$ cat config.mk
export PLATFORM = sky130hd
export DESIGN_NAME = peek_scanner
export DESIGN_NICKNAME = d
export VERILOG_FILES = /design/src/rtl/peek_scanner.sv
export SDC_FILE = /design/constraint.sdc
export NUM_CORES = 1
export LEC_CHECK = 0
export CAP_MARGIN = 20
export CORE_ASPECT_RATIO = 0.7
export CORE_MARGIN = 2
export CORE_UTILIZATION = 52
export DETAILED_ROUTE_END_ITERATION = 7
export GPL_ROUTABILITY_DRIVEN = 0
export PLACE_DENSITY = 0.9
export SLEW_MARGIN = 20
export SYNTH_ARGS = -nofsm -noshare
export SYNTH_HDL_FRONTEND = slang
export SYNTH_SLANG_ARGS = --single-unit
$ cat constraint.sdc
create_clock -name clk -period 3.5 [get_ports clk]
set_input_delay 0.35 -clock clk [delete_from_list [all_inputs] [get_ports clk]]
set_output_delay 0.35 -clock clk [all_outputs]
set_load 0.01 [all_outputs]
$ cat src/rtl/peek_scanner.sv
// Walks a NoC peek port across the cores selected by a mask, reading a block of
// words per core and presenting each word on a ready/valid output.
module peek_scanner #(
    parameter int unsigned RN        = 16,
    parameter int unsigned PEEK_LAT  = 1,
    parameter int unsigned ADDR_STEP = 4,
    localparam int unsigned IDW      = (RN > 1) ? $clog2(RN) : 1
) (
    input  logic              clk,
    input  logic              rst_n,
    input  logic              start,
    input  logic              abort,
    input  logic [31:0]       base_addr,
    input  logic [15:0]       word_count,
    input  logic [RN-1:0]     core_mask,
    output logic [31:0]       peekAddress,
    output logic [IDW-1:0]    peekId,
    input  logic [31:0]       peekData,
    output logic              out_valid,
    input  logic              out_ready,
    output logic [31:0]       out_data,
    output logic [IDW-1:0]    out_core,
    output logic [31:0]       out_addr,
    output logic              busy,
    output logic              done
);

    localparam logic [1:0] S_IDLE = 2'd0;
    localparam logic [1:0] S_WAIT = 2'd1;
    localparam logic [1:0] S_OUT  = 2'd2;
    localparam logic [1:0] S_DONE = 2'd3;

    logic [1:0]     r_state;
    logic [31:0]    r_base;
    logic [15:0]    r_count;
    logic [RN-1:0]  r_mask;
    logic [31:0]    r_peek_addr;
    logic [IDW-1:0] r_peek_id;
    logic [15:0]    r_word_cnt;
    logic [2:0]     r_lat_cnt;
    logic           r_out_valid;
    logic [31:0]    r_out_data;
    logic [IDW-1:0] r_out_core;
    logic [31:0]    r_out_addr;

    logic           w_first_found;
    logic [IDW-1:0] w_first_id;
    logic           w_has_next;
    logic [IDW-1:0] w_next_id;
    logic           w_last_word;
    logic           w_lat_done;
    logic           w_handshake;

    // Lowest selected core of the mask presented at start.
    always_comb begin
        w_first_found = 1'b0;
        w_first_id    = '0;
        for (int unsigned i = 0; i < RN; i++) begin
            if (!w_first_found && core_mask[i]) begin
                w_first_found = 1'b1;
                w_first_id    = IDW'(i);
            end
        end
    end

    // Next selected core strictly above the one currently being peeked.
    always_comb begin
        w_has_next = 1'b0;
        w_next_id  = '0;
        for (int unsigned i = 0; i < RN; i++) begin
            if (!w_has_next && r_mask[i] && (i > 32'(r_peek_id))) begin
                w_has_next = 1'b1;
                w_next_id  = IDW'(i);
            end
        end
    end

    assign w_last_word = (r_word_cnt == (r_count - 16'd1));
    assign w_lat_done  = (r_lat_cnt == 3'(PEEK_LAT - 1));
    assign w_handshake = r_out_valid & out_ready;

    always_ff @(posedge clk or negedge rst_n) begin
        if (!rst_n) begin
            r_state     <= S_IDLE;
            r_base      <= '0;
            r_count     <= '0;
            r_mask      <= '0;
            r_peek_addr <= '0;
            r_peek_id   <= '0;
            r_word_cnt  <= '0;
            r_lat_cnt   <= '0;
            r_out_valid <= 1'b0;
            r_out_data  <= '0;
            r_out_core  <= '0;
            r_out_addr  <= '0;
        end else begin
            case (r_state)
                S_IDLE: begin
                    if (!abort && start) begin
                        r_base      <= base_addr;
                        r_count     <= word_count;
                        r_mask      <= core_mask;
                        r_peek_addr <= base_addr;
                        r_word_cnt  <= '0;
                        r_lat_cnt   <= '0;
                        if ((word_count == 16'd0) || !w_first_found) begin
                            r_state <= S_DONE;
                        end else begin
                            r_peek_id <= w_first_id;
                            r_state   <= S_WAIT;
                        end
                    end
                end
                S_WAIT: begin
                    if (abort) begin
                        r_out_valid <= 1'b0;
                        r_state     <= S_IDLE;
                    end else if (w_lat_done) begin
                        r_out_data  <= peekData;
                        r_out_core  <= r_peek_id;
                        r_out_addr  <= r_peek_addr;
                        r_out_valid <= 1'b1;
                        r_state     <= S_OUT;
                    end else begin
                        r_lat_cnt <= r_lat_cnt + 3'd1;
                    end
                end
                S_OUT: begin
                    // Abort wins over a simultaneous handshake.
                    if (abort) begin
                        r_out_valid <= 1'b0;
                        r_state     <= S_IDLE;
                    end else if (w_handshake) begin
                        r_out_valid <= 1'b0;
                        r_lat_cnt   <= '0;
                        if (!w_last_word) begin
                            r_peek_addr <= r_peek_addr + 32'(ADDR_STEP);
                            r_word_cnt  <= r_word_cnt + 16'd1;
                            r_state     <= S_WAIT;
                        end else if (w_has_next) begin
                            r_peek_id   <= w_next_id;
                            r_peek_addr <= r_base;
                            r_word_cnt  <= '0;
                            r_state     <= S_WAIT;
                        end else begin
                            r_state <= S_DONE;
                        end
                    end
                end
                default: begin
                    r_state <= S_IDLE;
                end
            endcase
        end
    end

    assign peekAddress = r_peek_addr;
    assign peekId      = r_peek_id;
    assign out_valid   = r_out_valid;
    assign out_data    = r_out_data;
    assign out_core    = r_out_core;
    assign out_addr    = r_out_addr;
    assign busy        = (r_state != S_IDLE);
    assign done        = (r_state == S_DONE);

endmodule

==> results.md, run 1 <==
* Combinational family with the most area after synthesis: simple AND/OR/NAND/NOR gates
* Initial antenna violation count at 1
* Synthesized Nets at 1139
* ANT nets after route at 0
* I/O pin cnt at 208
* DP Area at 12200 sq um
* Ys flop type: dfrtp_1
* Failing checks: hold timing
* Hold slack at -0.0672 ns
* Tot GR Track Use at 27.5%
* Final instance area at 12800 sq um
* CTS sink cnt at 189
* Syn Area/Cell at 9.48 sq um
* Run status: complete, but fails checks
* Worst min-delay path category: input port to asynchronous set/reset pin
* Post-synth cell types at 70
* CTS resizes at 0
* R2r endpoint: peekAddress[31]
* Slew HR at 49.2%
* Drt pass-1 iters at 5
* CTS tree: built
* Multi-input gate area at 4780 sq um
* Cts bufs inserted at 17
* VDD IR max at 447 uV
* Vias in the first global route at 8594
* Postcts setup bufs at 0
* Filler Cells Inserted at 1306
* CTS Hold Buffers Added at 0
* Cells after synthesis at 1033
* Area share of and/or/nand/nor cells after synthesis at 18.8%
* Max_cap viols at 0
* Fmax achieved at 295 MHz
* #FFs+latches synth at 189
* WL per Instance at 18.5 microns
* Register area at 4730 sq um
* Final min period at 3.39 ns
* Largest net degree at the start of global routing at 92
* Slew @ Worst Pin at 0.762 ns
* XOR/XNOR Fraction of Synth Area at 4.29%
* DIE HEIGHT at 119 microns
* Critical path required time at 3.86 ns
* Mapped cell area at 9800 sq um
* Post-synth EDFFs at 0
* CORE AREA at 18200 sq um
* Hold Vio Cnt, Final at 34
* DR vias at 8917
* FF-to-FF Start: r_count[6]
* DRT iter0 DRCs at 965
* First-pass GRT wire length at 44200 microns
* Final Setup Violations at 0
* Final Power at 10.3 mW
* Clock skew at 0.0116 ns
* Async SR Flop Fraction at 100%
* Clock transition at path regs at 0.07 ns
* Synth Area in Compound Gates at 15.9%
* Seq/Total Area, Yosys at 48.3%
* Std-Cell Rows at 41
* Critical Path Sink: peekAddress[31]
* CP Launch Type: flop
* Worst reg-to-reg setup slack at 0.11 ns
* Layout cells sized above 1 at 12.6%
* Crit path kind: flop to flop
* CTS root buffer: clkbuf_16
* Area Overhead vs Synth at 30.9%
* RSZ-0062 raised after global routing: true
* Static leakage at 5.31 nW
* Yosys warning total at 0
* CP endpoint kind: flop
* DRT Wirelength at 27400 microns
* H-tree level count at 4
* Max clock buf depth at 2
* Post-route insts no fill at 1480
* Remaining Overflow, GRT at 0
* Drt drc at 0
* Placed insts at 1447
* Number of port buffers at 207
* CP max FO at 21
* Worst setup startpoint: r_count[6]
* Critical Path AT at 3.75 ns
* Vias/cell at 6.03
* R2R depth at 10
* PwrDens at 802 nW/um^2
* Clock latency on the worst-skew pair at 0.44 ns
* Die width at 168 microns
* Post-synthesis adder-cell area fraction at 0.639%
* Pins Over Slew Limit at 0
* Die area at 20000 sq um
* Fraction of synthesized area in multiplexers at 8.79%
* Starting Density at 53.8%
* Tcrit/Tclk final at 96.8%
* Nets at 1336
* Post-DP HPWL at 19400 microns
[metrics by stage]
step | util [%] | setup WS [ns] | hold WS [ns] | setup TNS (ns)
floorplan | - | 0.364 | 0.0544 | 0
global route | 70.4 | -0.0200 | 0.0266 | -0.0200
CTS | 70.3 | 0.0634 | 0.000400 | 0
detailed placement | 67.0 | 0.0882 | 0.462 | 0
finish | 70.4 | 0.114 | -0.0672 | 0
global placement | 67.0 | 0.295 | 0.454 | 0
[worst min-delay path by stage]
stage	to
finish	out_data[31]
global route	out_data[31]
CTS	out_data[31]
detailed placement	r_mask[1]
global placement	r_base[2]
floorplan	out_addr[0]
[layout by cell type (no fill, tap or decap), types with 8 or more instances in the layout]
cell             synthesis  routed
nand2_1                205     204
a21oi_1                 24      24
clkdlybuf4s50_1          0     206
mux2_2                  69      69
o211ai_1                26      26
a31oi_1                 36      36
nand4_1                 12      12
buf_4                    0      29
nor3_1                  16      16
xnor2_1                 23      23
dfrtp_1                189     189
nor2_1                  71      69
and3_1                  10      10
nor4_1                   9       8
nand3_1                 20      20
inv_1                   16      16
clkbuf_16                0      17
xor2_1                  25      25
o21ai_0                 87      87
[synth_stat cells, types with 5 or more instances]
cell type | instances | area (sq um)
inv_1 | 16 | 60.1
ha_1 | 5 | 62.6
nand3b_1 | 5 | 37.5
nor4_1 | 9 | 56.3
and3_1 | 10 | 62.6
nand3_1 | 20 | 100
o31ai_1 | 7 | 52.6
clkbuf_1 | 51 | 191
or3_1 | 6 | 37.5
o31a_1 | 7 | 61.3
nand4_1 | 12 | 75.1
nand2b_1 | 5 | 31.3
mux2i_1 | 5 | 50.1
a21oi_1 | 24 | 120
nor2b_1 | 8 | 50.1
nor2_1 | 71 | 267
a2bb2oi_1 | 7 | 61.3
xor2_1 | 25 | 219
nand2_1 | 205 | 769
dfrtp_1 | 189 | 4730
o211ai_1 | 26 | 195
nor3_1 | 16 | 80.1
buf_2 | 7 | 35.0
a31oi_1 | 36 | 225
mux2_2 | 69 | 777
xnor2_1 | 23 | 201
o21ai_0 | 87 | 435
[per-layer routing]
metal / vias to the layer above / part of all wire (%) / track usage, %
met4: 0 / 1.9 / 7.92
met3: 55 / 8.2 / 6.41
met2: 473 / 46 / 42.9
met5: - / 0 / 0
met1: 4308 / 44 / 38.6
li1: 4081 / - / -
[flip-flops by register name, indices dropped and copies added (netlist names)]
register     cells
r_mask          15
r_lat_cnt        3
peekAddress     32
out_data        32
r_word_cnt      16
out_valid        1
r_count         16
out_addr        32
out_core         4
peekId           4
r_state          2
r_base          32
[critical path, stage by stage, from the launching register on]
cell and delay, ns:
dfrtp_1 0.50, nor3_1 0.45, nand4_1 0.28, or4b_1 0.61, a41oi_2 0.23, nand4_4 0.21, buf_4 0.26, o31ai_4 0.28
buf_6 0.23, a21oi_1 0.06, a21oi_1 0.17
[logic make-up (layout without fill, tap and decap cells)]
| logic type | count (synthesis) | after routing |
|---|---|---|
| XOR/XNOR | 48 | 48 |
| AND/OR/NAND/NOR | 396 | 396 |
| buffers and inverters | 78 | 288 |
| multiplexers | 77 | 77 |
| AO/OA/AOI/OAI | 240 | 240 |
| adder cells (fa/ha/maj) | 5 | 5 |
| other | 0 | 1 |
| flip-flops | 189 | 189 |
[power breakdown]
part	switching (mW)	internal, mW
combinational	2.06	2.30
sequential	0.901	3.08
clock	0.924	1.03
[layout make-up]
type | instances | area share (%)
Antenna cell | 1 | 0.0195
Clock buffer | 18 | 3.42
Sequential cell | 189 | 36.9
Clock inverter | 14 | 1.19
Multi-Input combinational cell | 766 | 37.3
Inverter | 16 | 0.468
Tap cell | 236 | 2.30
Timing Repair Buffer | 240 | 18.4
Power figures use the tool's default switching activity.
==> run 2, diff against run 1 <==
--- a/config.mk
+++ b/config.mk
@@ -5,13 +5,13 @@
 export SDC_FILE = /design/constraint.sdc
 export NUM_CORES = 1
 export LEC_CHECK = 0
-export CAP_MARGIN = 20
-export CORE_ASPECT_RATIO = 0.7
+export CAP_MARGIN = 25
 export CORE_MARGIN = 2
 export CORE_UTILIZATION = 52
 export DETAILED_ROUTE_END_ITERATION = 7
 export GPL_ROUTABILITY_DRIVEN = 0
 export PLACE_DENSITY = 0.9
+export RECOVER_POWER = 50
 export SLEW_MARGIN = 20
 export SYNTH_ARGS = -nofsm -noshare
 export SYNTH_HDL_FRONTEND = slang
==> results.md, run 2 (synthesis gave the netlist of run 1 again) <==
* CORE AREA at 18600 sq um (+2.0%)
* Sink of the worst hold path: r_count[10]
* R2R depth at 9 (-1)
* Die width at 141 microns (-16%)
* Crit path kind: flop to flop
* Critical Path AT at 3.68 ns (-0.07 ns)
* Run status: complete, but fails checks
* Slew @ Worst Pin at 2.03 ns (+1.27 ns)
* FF-to-FF Start: r_count[4]
* Vias/cell at 6.04 (+0.17%)
* Final instance area at 12800 sq um (-0.47%)
* H-tree level count at 4 (unchanged)
* Commonest non-fill, non-tap cells in the layout: nand2_1 (204), dfrtp_1 (189), clkdlybuf4s50_1 (157), o21ai_0 (87)
* I/O pin cnt at 208 (unchanged)
* DP Worst Slack at -0.0550 ns (-0.143 ns)
* Buf+Inv Stages, Crit Path at 1 (-1)
* Fmax achieved at 295 MHz (-0.10%)
* Largest stage delay on the critical path at 0.56 ns (-0.05 ns)
* Pins Over Slew Limit at 83 (+83)
* Final min period at 3.39 ns (+0.00349 ns)
* Worst path slowest cell: or4_1
* Worst path cell trace: or4_1 > nor4_2 > mux2_2 > o21ai_1 > nand4_4 > o31a_2 > buf_4 > nor2_1 > a31oi_1
* Nets at 1332 (-0.30%)
* Vias in the first global route at 8844 (+2.9%)
* VDD IR max at 467 uV (+4.5%)
* WL per Instance at 18.2 microns (-1.7%)
* Tot GR Track Use at 27.0% (-0.43 points)
* R2r endpoint: peekAddress[15]
* Number of port buffers at 207 (unchanged)
* Starting Density at 52.7% (-1.1 points)
* Postcts setup bufs at 0 (unchanged)
* Worst reg-to-reg setup slack at 0.11 ns (about the same)
* Clock skew at 0.00833 ns (-0.00331 ns)
* Hold Crit Depth at 3
* DP Area at 12200 sq um (-0.33%)
* CP max FO at 31 (+48%)
* DRT iter0 DRCs at 933 (-3.3%)
* Clock transition at path regs at 0.07 ns (about the same)
* Final Setup Violations at 0 (unchanged)
* Std-Cell Rows at 50 (+22%)
* Worst min-delay path category: input port to flop
* Largest net degree at the start of global routing at 83 (-9.8%)
* Cts bufs inserted at 17 (unchanged)
* Max clock buf depth at 2 (unchanged)
* DR vias at 8896 (-0.24%)
* DIE HEIGHT at 141 microns (+19%)
* Layout cells sized above 1 at 12.3% (-0.36 points)
* Static leakage at 5.31 nW (about the same)
* PwrDens at 792 nW/um^2 (-1.3%)
* CTS tree: built
* Area Overhead vs Synth at 30.3%
* CP Launch Type: flop
* Crit-path leading delay family: simple AND/OR/NAND/NOR gates
* Failing checks: capacitance limit, slew limit
* Post-route setup slack at 0.110 ns (-0.00349 ns)
* Die area at 20000 sq um (about the same)
* ANT nets after route at 0 (unchanged)
* RSZ-0062 raised after global routing: false
* Sum of negative setup slack at 0 ns (unchanged)
* Filler Cells Inserted at 1365 (+4.5%)
* CP endpoint kind: flop
* Final Power at 10.1 mW (-1.7%)
* Most common cell after layout, fill and taps aside: nand2_1
* Critical path required time at 3.79 ns (-0.07 ns)
* Remaining Overflow, GRT at 0 (unchanged)
* Min-delay src: word_count[10]
* Drt pass-1 iters at 5 (unchanged)
* Clock latency on the worst-skew pair at 0.43 ns (about the same)
* Max_cap viols at 1 (+1)
* Slew HR at -35.4% (-85 points)
* CTS sink cnt at 189 (unchanged)
* Post-DP HPWL at 18500 microns (-4.7%)
* CTS root buffer: clkbuf_16
* Drt drc at 0 (unchanged)
* Tcrit/Tclk final at 96.9% (+0.10 points)
* Initial antenna violation count at 1 (unchanged)
* DRT Wirelength at 26800 microns (-2.1%)
* Hold Vio Cnt, Final at 0 (-100%)
* First-pass GRT wire length at 43600 microns (-1.3%)
-- run 2: per-stage QoR --
step | hold WS, ns | util (%) | cells
after detailed placement | 0.430 | 65.5 | 1440
final | 0.472 | 68.7 | 1474
after CTS | 0.464 | 68.8 | 1473
after global routing | 0.484 | 68.7 | 1474
after global placement | 0.425 | 65.5 | 1440
after floorplan | 0.0544 | - | 1033
-- run 2: worst max path at each step --
stage,from,end,cells past startpoint
after global placement,r_count[0],r_state[1],11
after detailed placement,r_count[0],r_state[1],11
after floorplan,r_count[2],peekId[1],10
after CTS,r_count[4],peekAddress[18],9
final,r_count[4],peekAddress[15],9
after global routing,r_count[4],peekAddress[18],9
-- run 2: worst min-delay path: cells and delay by family --
family | cells | cell delay (ns)
buffers and inverters | 1 | 0.42
and+or+nand+nor | 2 | 0.10
-- run 2: per-layer routing --
metal / track usage (%) / share of wire (%) / vias up
met3: 4.59 / 7.5 / 93
met1: 33.0 / 38 / 4235
met5: 0 / 0 / -
met2: 46.0 / 50 / 507
li1: - / - / 4061
met4: 14.7 / 4.7 / 0
-- run 2: area by class of cell --
class	instances	area, sq um	share of cell area, %
sequential	189	4730	37.0
antenna	1	2.50	0.0196
tap	234	293	2.29
multi-input combinational	766	4790	37.5
inverter	16	60.1	0.470
clock buffer	18	439	3.44
timing repair buffer	236	2310	18.1
clock inverter	14	150	1.18
-- run 2: power by group --
group / internal, mW / total, mW / switching (mW) / leakage (nW)
sequential: 3.08 / 3.97 / 0.892 / 2.29
combinational: 2.18 / 4.20 / 2.02 / 2.73
clock: 1.03 / 1.94 / 0.907 / 0.290
-- run 2: what timing repair did --
| action | in CTS | in global routing |
|---|---|---|
| resized for setup | 2 | 3 |
| pin swaps | 0 | 0 |
| endpoints found under the hold margin | 57 | 0 |
| setup endpoints to repair | 8 | 18 |
| hold buffers | 1 | 0 |
==> run 3, diff against run 2 <==
--- a/config.mk
+++ b/config.mk
@@ -12,6 +12,7 @@
 export GPL_ROUTABILITY_DRIVEN = 0
 export PLACE_DENSITY = 0.9
 export RECOVER_POWER = 50
+export REMOVE_ABC_BUFFERS = 1
 export SLEW_MARGIN = 20
 export SYNTH_ARGS = -nofsm -noshare
 export SYNTH_HDL_FRONTEND = slang
==> results.md, run 3 (synthesis gave the netlist of run 1 again) <==
* Run status: complete, but fails checks
* Failing checks: capacitance limit, slew limit
* Most numerous cell on the critical path: buf_4
* Vias in the first global route at 8571 (-3.1%)
* Final Power at 10.0 mW (-0.83%)
* Fmax achieved at 301 MHz (+2.0%)
* Final min period at 3.32 ns (-0.0662 ns)
* PwrDens at 783 nW/um^2 (-1.0%)
* Worst path slowest cell: or4b_1
* Remaining Overflow, GRT at 0 (unchanged)
* Utilization after layout at 68.9% (+0.13 points)
* Max clock buf depth at 2 (unchanged)
* Std-Cell Rows at 50 (unchanged)
* Critical Path AT at 3.64 ns (-0.04 ns)
* Hold slack at 0.463 ns (-0.00873 ns)
* CTS Hold Buffers Added at 0 (-1)
* Final instance area at 12800 sq um (+0.20%)
* Initial antenna violation count at 0 (-1)
* Worst min-delay path category: input port to flop
* Pins Over Slew Limit at 109 (+31%)
* Post-route setup slack at 0.176 ns (+0.0662 ns)
* Drt drc at 0 (unchanged)
* CP endpoint kind: flop
* VDD IR max at 391 uV (-16%)
* I/O pin cnt at 208 (unchanged)
* Crit path kind: flop to flop
* CTS sink cnt at 189 (unchanged)
* Die area at 20000 sq um (unchanged)
* GRT met3 Usage at 4.69% (+0.10 points)
* Starting Density at 52.7% (unchanged)
* Tcrit/Tclk final at 95.0% (-1.9 points)
* Placed insts at 1442 (+0.14%)
* Clock transition at path regs at 0.07 ns (about the same)
* Post-route insts no fill at 1477 (+0.20%)
* H-tree level count at 4 (unchanged)
* DP Area at 12200 sq um (+0.12%)
* Crit-path leading delay family: simple AND/OR/NAND/NOR gates
* Antenna cells at 0 (-1)
* Max_cap viols at 1 (unchanged)
* First-pass GRT wire length at 42500 microns (-2.6%)
* Static leakage at 5.33 nW (+0.36%)
* Slew @ Worst Pin at 2.66 ns (+0.627 ns)
* Final Setup Violations at 0 (unchanged)
* WL per Instance at 17.8 microns (-2.5%)
* Critical path required time at 3.81 ns (+0.02 ns)
* DRT Wirelength at 26200 microns (-2.3%)
* Nets at 1336 (+0.30%)
* Largest stage delay on the critical path at 0.59 ns (+0.03 ns)
* Sum of negative setup slack at 0 ns (unchanged)
* DP Worst Slack at 0.161 ns (+0.216 ns)
* Layout cells sized above 1 at 12.6% (+0.28 points)
* Most common cell after layout, fill and taps aside: nand2_1
* Cts bufs inserted at 17 (unchanged)
* Number of port buffers at 207 (unchanged)
* CORE AREA at 18600 sq um (unchanged)
* Area Overhead vs Synth at 30.6%
* Drt pass-1 iters at 7 (+2)
* Buf+Inv Stages, Crit Path at 2 (+1)
* DRT iter0 DRCs at 735 (-21%)
* Vias/cell at 5.89 (-2.4%)
* Slew HR at -77.2% (-42 points)
* Clock skew at 0.0119 ns (+0.00354 ns)
* Most Crowded Layer GR: met2
* Clock latency on the worst-skew pair at 0.44 ns (about the same)
* Tot GR Track Use at 26.5% (-0.60 points)
* RSZ-0062 raised after global routing: false
* DR vias at 8697 (-2.2%)
* CTS tree: built
* Worst path cell trace: buf_4 > nor4_4 > nand4_1 > or4b_1 > a41oi_2 > nand4_4 > o31a_2 > buf_4 > nor2_1 > a31oi_1
* Commonest non-fill, non-tap cells in the layout: nand2_1 (204), dfrtp_1 (189), clkdlybuf4s50_1 (154), o21ai_0 (87), nor2_1 (70)
* ANT nets after route at 0 (unchanged)
* Post-DP HPWL at 18300 microns (-0.88%)
* Met2 global-route usage at 44.3% (-1.7 points)
* Hold Vio Cnt, Final at 0 (unchanged)
* CP Launch Type: flop
* DIE HEIGHT at 141 microns (unchanged)
* CTS root buffer: clkbuf_16
* Largest net degree at the start of global routing at 110 (+33%)
* CP max FO at 17 (-45%)
* GR Layer Usage met1 at 35.3% (+2.3 points)
* Die width at 141 microns (unchanged)
run 3: cell types whose count changed in the layout (fill, tap and decap cells not counted), sizes merged:
cell	delta
diode	-1
clkdlybuf4s50	-3
dlygate4sd3	+2
buf	+6
inv	+1
bufinv	-1
clkbuf	-2
clkinv	+1
run 3: worst register-to-register path, stage by stage (launching register included):
cell and delay, ns:
dfrtp_1 0.39, buf_4 0.17, nor4_4 0.41, nand4_1 0.27, or4b_1 0.59, a41oi_2 0.20, nand4_4 0.18, o31a_2 0.54
buf_4 0.27, nor2_1 0.12, a31oi_1 0.06
run 3: final cells by class:
type                       instances  area [sq um]
fill                            1384          5790
multi-input combinational        766          4780
sequential                       189          4730
timing repair buffer             240          2350
clock buffer                      17           425
tap                              234           293
clock inverter                    15           154
inverter                          16          60.1
run 3: power breakdown:
group	switching (mW)	leakage (nW)	total, mW	internal (mW)
Sequential	0.891	2.29	3.97	3.08
Clock	0.948	0.282	1.90	0.951
Combinational	1.96	2.76	4.15	2.19
Total	3.80	5.33	10.0	6.22
run 3: repair_timing:
item | CTS | global route
gates resized for setup | 0 | 4
setup endpoints to repair | 0 | 60
setup buffers | 0 | 3
run 3: final timing paths:
kind | cells after the start | slack, ns | startpoint | endpoint
setup / recovery | 10 | 0.18 | r_count[2] | peekAddress[29]
hold / removal | 3 | 0.46 | word_count[6] | r_count[6]
setup reg to reg | 10 | 0.18 | r_count[2] | peekAddress[29]
hold reg to reg | 2 | 0.47 | r_base[2] | r_base[2]
max in group asynchronous | 2 | 1.09 | rst_n | r_mask[11]
min in group asynchronous | 1 | 0.72 | rst_n | out_data[5]
run 3: per-layer routing:
| metal | wire (microns) | part of all wire, % |
|---|---|---|
| met2 | 12900 | 49 |
| met5 | 0 | 0 |
| met4 | 420 | 1.6 |
| met1 | 11300 | 43 |
| met3 | 1660 | 6.3 |
